`src/rtl/ws2812_tx_pkg.sv`:
```
// Shared types and default timing for the WS2812B serial encoder.
// Timing defaults assume the 12 MHz icestick board clock.
package ws2812_tx_pkg;

  typedef enum logic [1:0] {
    ST_IDLE  = 2'd0,
    ST_BIT   = 2'd1,
    ST_LATCH = 2'd2
  } state_t;

  localparam int TBIT_CYC_DEF   = 15;
  localparam int T0H_CYC_DEF    = 4;
  localparam int T1H_CYC_DEF    = 8;
  localparam int TRESET_CYC_DEF = 720;

  // GRB pixel layout, green sent first
  localparam int PIX_W   = 24;
  localparam int COLOR_W = 8;
  localparam int G_LSB   = 16;
  localparam int R_LSB   = 8;
  localparam int B_LSB   = 0;

  // Width of a counter that runs 0..max_count-1, never narrower than one bit
  function automatic int cnt_width(input int max_count);
    return (max_count > 1) ? $clog2(max_count) : 1;
  endfunction

endpackage

```
`src/rtl/ws2812_bit_timer.sv`:
```
// Per-bit cycle counter: produces the registered line level for the upcoming
// cycle and a strobe marking the final cycle of the current bit period.
module ws2812_bit_timer
  import ws2812_tx_pkg::*;
#(
  parameter int TBIT_CYC = TBIT_CYC_DEF,
  parameter int T0H_CYC  = T0H_CYC_DEF,
  parameter int T1H_CYC  = T1H_CYC_DEF
) (
  input  logic clk,
  input  logic rst_n,
  input  logic active,
  input  logic next_active,
  input  logic next_bit,
  output logic bit_end,
  output logic dout
);

  localparam int CNT_W = cnt_width(TBIT_CYC);
  localparam logic [CNT_W-1:0] CNT_LAST = CNT_W'(TBIT_CYC - 1);
  localparam logic [CNT_W-1:0] T0H_V    = CNT_W'(T0H_CYC);
  localparam logic [CNT_W-1:0] T1H_V    = CNT_W'(T1H_CYC);

  logic [CNT_W-1:0] cnt_reg;
  logic [CNT_W-1:0] cnt_next;
  logic             dout_reg;

  assign bit_end = active && (cnt_reg == CNT_LAST);

  // The counter idles at zero, so a new pixel always begins at cnt 0
  always_comb begin
    cnt_next = '0;
    if (active && !bit_end) cnt_next = cnt_reg + 1'b1;
  end

  // The level is decided from the next-cycle count and bit so the pin stays registered
  always_ff @(posedge clk or negedge rst_n) begin
    if (!rst_n) begin
      cnt_reg  <= '0;
      dout_reg <= 1'b0;
    end else begin
      cnt_reg  <= cnt_next;
      dout_reg <= next_active && (cnt_next < (next_bit ? T1H_V : T0H_V));
    end
  end

  assign dout = dout_reg;

endmodule

```
`src/rtl/ws2812_tx.sv`:
```
// WS2812B line encoder: takes GRB pixels over valid/ready, sends them MSB first
// as NRZ pulses and holds the line low for the latch period after a last pixel.
module ws2812_tx
  import ws2812_tx_pkg::*;
#(
  parameter int TBIT_CYC   = TBIT_CYC_DEF,
  parameter int T0H_CYC    = T0H_CYC_DEF,
  parameter int T1H_CYC    = T1H_CYC_DEF,
  parameter int TRESET_CYC = TRESET_CYC_DEF
) (
  input  logic             clk,
  input  logic             rst_n,
  input  logic [PIX_W-1:0] pix_data,
  input  logic             pix_valid,
  input  logic             pix_last,
  output logic             pix_ready,
  output logic             dout,
  output logic             busy,
  output logic             underrun
);

  localparam int LAT_W = cnt_width(TRESET_CYC);
  localparam int IDX_W = cnt_width(PIX_W);
  localparam logic [LAT_W-1:0] LAT_LAST = LAT_W'(TRESET_CYC - 1);
  localparam logic [IDX_W-1:0] IDX_MSB  = IDX_W'(PIX_W - 1);

  if (!(T0H_CYC >= 1 && T0H_CYC < T1H_CYC && T1H_CYC < TBIT_CYC && TRESET_CYC >= 1)) begin : g_bad_timing
    $error("ws2812_tx: timing parameters must satisfy 1 <= T0H < T1H < TBIT and TRESET >= 1");
  end

  state_t           state_reg;
  logic [PIX_W-1:0] shift_reg;
  logic             last_reg;
  logic [IDX_W-1:0] idx_reg;
  logic [LAT_W-1:0] lat_reg;
  logic             underrun_reg;

  logic bit_end;
  logic pixel_done;
  logic ready_next;
  logic xfer;
  logic next_active;
  logic next_bit;

  // Ready depends only on registered state; the current bit lives in shift_reg MSB
  always_comb begin
    pixel_done  = bit_end && (idx_reg == '0);
    ready_next  = (state_reg == ST_IDLE) || (pixel_done && !last_reg);
    xfer        = pix_valid && ready_next;
    next_active = xfer || ((state_reg == ST_BIT) && !pixel_done);
    if (xfer)         next_bit = pix_data[PIX_W-1];
    else if (bit_end) next_bit = shift_reg[PIX_W-2];
    else              next_bit = shift_reg[PIX_W-1];
  end

  ws2812_bit_timer #(
    .TBIT_CYC (TBIT_CYC),
    .T0H_CYC  (T0H_CYC),
    .T1H_CYC  (T1H_CYC)
  ) u_bit_timer (
    .clk         (clk),
    .rst_n       (rst_n),
    .active      (state_reg == ST_BIT),
    .next_active (next_active),
    .next_bit    (next_bit),
    .bit_end     (bit_end),
    .dout        (dout)
  );

  // Reset lands in LATCH so every power-up or mid-frame reset issues a full latch
  always_ff @(posedge clk or negedge rst_n) begin
    if (!rst_n) begin
      state_reg    <= ST_LATCH;
      shift_reg    <= '0;
      last_reg     <= 1'b0;
      idx_reg      <= '0;
      lat_reg      <= '0;
      underrun_reg <= 1'b0;
    end else begin
      underrun_reg <= 1'b0;
      case (state_reg)
        ST_IDLE: begin
          if (xfer) begin
            state_reg <= ST_BIT;
            shift_reg <= pix_data;
            last_reg  <= pix_last;
            idx_reg   <= IDX_MSB;
          end
        end
        ST_BIT: begin
          if (bit_end) begin
            if (idx_reg == '0) begin
              if (last_reg) begin
                state_reg <= ST_LATCH;
                lat_reg   <= '0;
              end else if (xfer) begin
                shift_reg <= pix_data;
                last_reg  <= pix_last;
                idx_reg   <= IDX_MSB;
              end else begin
                state_reg    <= ST_IDLE;
                underrun_reg <= 1'b1;
              end
            end else begin
              idx_reg   <= idx_reg - 1'b1;
              shift_reg <= {shift_reg[PIX_W-2:0], 1'b0};
            end
          end
        end
        ST_LATCH: begin
          if (lat_reg == LAT_LAST) begin
            state_reg <= ST_IDLE;
            lat_reg   <= '0;
          end else begin
            lat_reg <= lat_reg + 1'b1;
          end
        end
        default: state_reg <= ST_IDLE;
      endcase
    end
  end

  assign pix_ready = ready_next;
  assign busy      = (state_reg != ST_IDLE);
  assign underrun  = underrun_reg;

endmodule
```
`config.mk`:
```
export PLATFORM = sky130hd
export DESIGN_NAME = ws2812_tx
export DESIGN_NICKNAME = d
export VERILOG_FILES = /design/src/rtl/ws2812_tx_pkg.sv /design/src/rtl/ws2812_bit_timer.sv /design/src/rtl/ws2812_tx.sv
export SDC_FILE = /design/constraint.sdc
export NUM_CORES = 1
export LEC_CHECK = 0
export BUFFER_PORTS_ARGS = -buffer_cell sky130_fd_sc_hd__buf_4
export CORE_MARGIN = 3
export CORE_UTILIZATION = 50
export DETAILED_ROUTE_END_ITERATION = 7
export GPL_TIMING_DRIVEN = 0
export MAX_ROUTING_LAYER = met4
export PLACE_DENSITY = 0.7
export REMOVE_ABC_BUFFERS = 1
export SETUP_SLACK_MARGIN = 0.02
export SYNTH_ARGS = -nofsm -noshare
export SYNTH_HDL_FRONTEND = slang
export SYNTH_SLANG_ARGS = --single-unit
```
`constraint.sdc`:
```
create_clock -name clk -period 3.3 [get_ports clk]
set_clock_uncertainty 0.2 [all_clocks]
set_input_delay 0.33 -clock clk [delete_from_list [all_inputs] [get_ports clk]]
set_output_delay 0.33 -clock clk [all_outputs]
set_load 0.005 [all_outputs]
```
==> out/metrics.cfg <==
[setup_path]
timing.rr.end=u_bit_timer.dout$_DFF_PN0_
regToRegSetupSlack_ns=0.38
arrival_ns=2.91
worstReg2RegStart=idx_reg[0]$_DFFE_PN0P_
cp-end-kind=register
path_class=reg -> reg
critPathMaxFanout=25
start_kind=register
critPathLaunch=idx_reg[0]$_DFFE_PN0P_
worstPathRequired_ns=3.29
r2r_cells=10

[clock_network]
cts_made_buffers=5
worst_skew_pair.late_latency_ns=0.29
clkTransAtPathRegs_ns=0.08
htreeDepth=2
cts_tree=yes
cts-root-buf=clkbuf_8
cts_max_path_buffers=2
cts.sinks=48

[power_and_ir_drop]
intPower_mw=1.302
sw_frac_of_total_pct=30.62
peakVddDrop_v=0.0003334
switchingPower_mw=0.5745
power_frac_seq_pct=49.8
p_clk_share_pct=18.9
pwr_density_cell_nw_per_um2=651.2
pwr-share-comb_pct=31.3
total_leakage_power_nw=1.219

[sta]
hold_viol_final=0
rsz0062_at_grt=no
fin_crit_sh_pct=88.34
setup_viol=0
worst_slew_pin_slew_ns=0.9951
slew_violations=0
final.min_clock_period_ns=2.915
fmax_mhz=343.0
slew_headroom_pct=33.30
setup_tns_ns=0

[routing]
wl_per_cell_um=14.65
num_vias=1940
wl_mm=4.923
drt_first_pass_iters=4
drc_errors=0
ant_nets=0
viasPerCell=5.774
drtIter0Drc=116

[die]
die_h_um=76.85
rows=25
io_pins=32
die_area_sq_um=5906
initial_core_util_pct=52.44
core_sq_um=4786
die_w_um=76.85

[yosys]
yosysWarnings=0
synth-seq-area-share_pct=47.91
synth_top_family_by_area=simple AND/OR/NAND/NOR gates
async_flop_share_pct=100.0
syn_avg_cell_area_sq_um=10.50
synth_xor_area_share_pct=0.6979
synth.mux.area_fraction_pct=0.8475
synth_edf_count=0
synth.cell_area_sq_um=2510
yosys.area_share.adder_pct=2.991
netlist_instances=239
synth_cell_types=50
synth-simple-area-share_pct=22.18
synth_compound_area_share_pct=21.29
synth_ff_type=dfrtp_1
synth-seq-cells=48

[global_route]
grt_pass1_wl_mm=8.694
grt_overflow=0
grt_pass1_vias=1893
grtUsageTotal_pct=18.40
antenna_found_initial=0
grt_max_degree=49

[hold_path]
hold_class=in -> reg
hold_depth=2
hold_start=pix_valid
min_to=underrun$_DFF_PN0_

[job]
max-cap-violations=0

[final_layout]
finalCoreUtilization_pct=60.21
final_nets=302
antenna_cells=0
nFillCells=419
largest_reg_flops=24
drive_gt1_share_pct=28.25
syn_to_final_growth_pct=14.81

[place]
dp_hpwl_mm=3.321
globalplace.congestion=0.7909
io_buffers=31

[outcome]
status=finished, final reports clean

[cells in the final DEF, fill, tap and decap left out, drive strengths merged, types with 3 or more instances in the layout]
cell type  instances
nor3               3
buf               32
nor2b              5
or4b               3
nand3             15
o41ai              3
nand2b            25
clkbuf             6
o21ai              7
inv                9
o221a             22
nor2              10
a31oi              4
and3               3
ha                 6
nand2             23
a21oi             11
dfrtp             47
nand4              3
[per-layer routing]
layer  global-route usage (%)  vias up  share of wire (%)
met5                        -        -                  0
met4                    6.884        0                1.3
met3                    3.404        7                3.7
met2                    27.79       36                 45
met1                    24.75      945                 50
li1                         -      952                  -
[through the flow]
| stage | hold slack (ns) | power, mW | area, sq um | std cells | setup WS [ns] |
|---|---|---|---|---|---|
| after floorplan | -0.1656 | 1.364 | 2441 | 228 | 0.2173 |
| after global placement | 0.1864 | 1.501 | 2758 | 326 | -0.7020 |
| after detailed placement | 0.1812 | 1.527 | 2774 | 327 | 0.2680 |
| after CTS | 0.008785 | 1.892 | 2877 | 336 | 0.2460 |
| after global routing | 0.005734 | 2.026 | 2882 | 336 | 0.1259 |
| final | 0.01446 | 1.877 | 2882 | 336 | 0.3848 |
[what timing repair did]
action	CTS	global route
hold buffers	1	0
gates resized for setup	0	1
buffers inserted	0	0
hold endpoints to repair	47	0
endpoints found under the setup margin	0	1
[worst max path at each step]
stage          cells past startpoint                    endpoint
2_1_floorplan                      6      idx_reg[2]$_DFFE_PN0P_
3_3_place_gp                       6      idx_reg[4]$_DFFE_PN0P_
3_5_place_dp                      10  u_bit_timer.dout$_DFF_PN0_
4_1_cts                           10  u_bit_timer.dout$_DFF_PN0_
5_1_grt                           10  u_bit_timer.dout$_DFF_PN0_
6_report                          10  u_bit_timer.dout$_DFF_PN0_
[cell usage after synthesis (all sizes together) (2+ instances only)]
| master | instances | area (sq um) |
|---|---|---|
| o21ai | 7 | 38.79 |
| nor2 | 10 | 37.54 |
| inv | 9 | 33.78 |
| a31oi | 4 | 25.02 |
| a22o | 2 | 20.02 |
| a41oi | 2 | 25.03 |
| nor3 | 3 | 15.01 |
| o41ai | 3 | 26.28 |
| nand4 | 3 | 18.77 |
| a21oi | 11 | 55.05 |
| buf | 8 | 57.55 |
| or4b | 3 | 33.78 |
| nand2 | 23 | 88.84 |
| ha | 6 | 75.07 |
| nor4b | 2 | 32.53 |
| nor2b | 5 | 31.28 |
| o221a | 22 | 247.7 |
| o31ai | 2 | 15.01 |
| nand2b | 25 | 156.4 |
| clkbuf | 3 | 11.26 |
| and3 | 3 | 18.77 |
| a31o | 2 | 17.52 |
| nand3 | 15 | 75.07 |
| dfrtp | 47 | 1176 |
[worst max-delay path, stage by stage (launching register included)]
cell	delay, ns
dfrtp_1	0.39
inv_1	0.10
ha_1	0.19
or4b_4	0.49
o21ai_2	0.27
nand2_4	0.22
a21boi_0	0.25
ha_1	0.28
inv_1	0.06
a221oi_1	0.04
nor4b_1	0.30
[layout make-up]
cell class                 count  area (sq um)  area share, %
tap                           67         83.83          2.909
clock inverter                 2         10.01         0.3474
timing repair buffer          33         254.0          8.815
sequential                    48          1202          41.73
clock buffer                   6         82.58          2.866
inverter                       9         33.78          1.172
multi-input combinational    171          1215          42.16
[logic make-up after synthesis]
group,after synthesis
adders and majority gates,6
DFF,48
and+or+nand+nor,98
AOI/OAI and AO/OA,63
muxes,2
xor gates and xnor gates,2
buffers and inverters,20
[power groups by stage]
| stage | clock network (mW) | logic (mW) | registers, mW |
|---|---|---|---|
| finish | 0.355 | 0.588 | 0.934 |
| global route | 0.394 | 0.666 | 0.965 |
| CTS | 0.368 | 0.592 | 0.933 |
| detailed placement | 0 | 0.589 | 0.938 |
| global placement | 0 | 0.566 | 0.934 |
| floorplan | 0 | 0.462 | 0.902 |
Note: power is estimated with default switching activity, not from simulation.
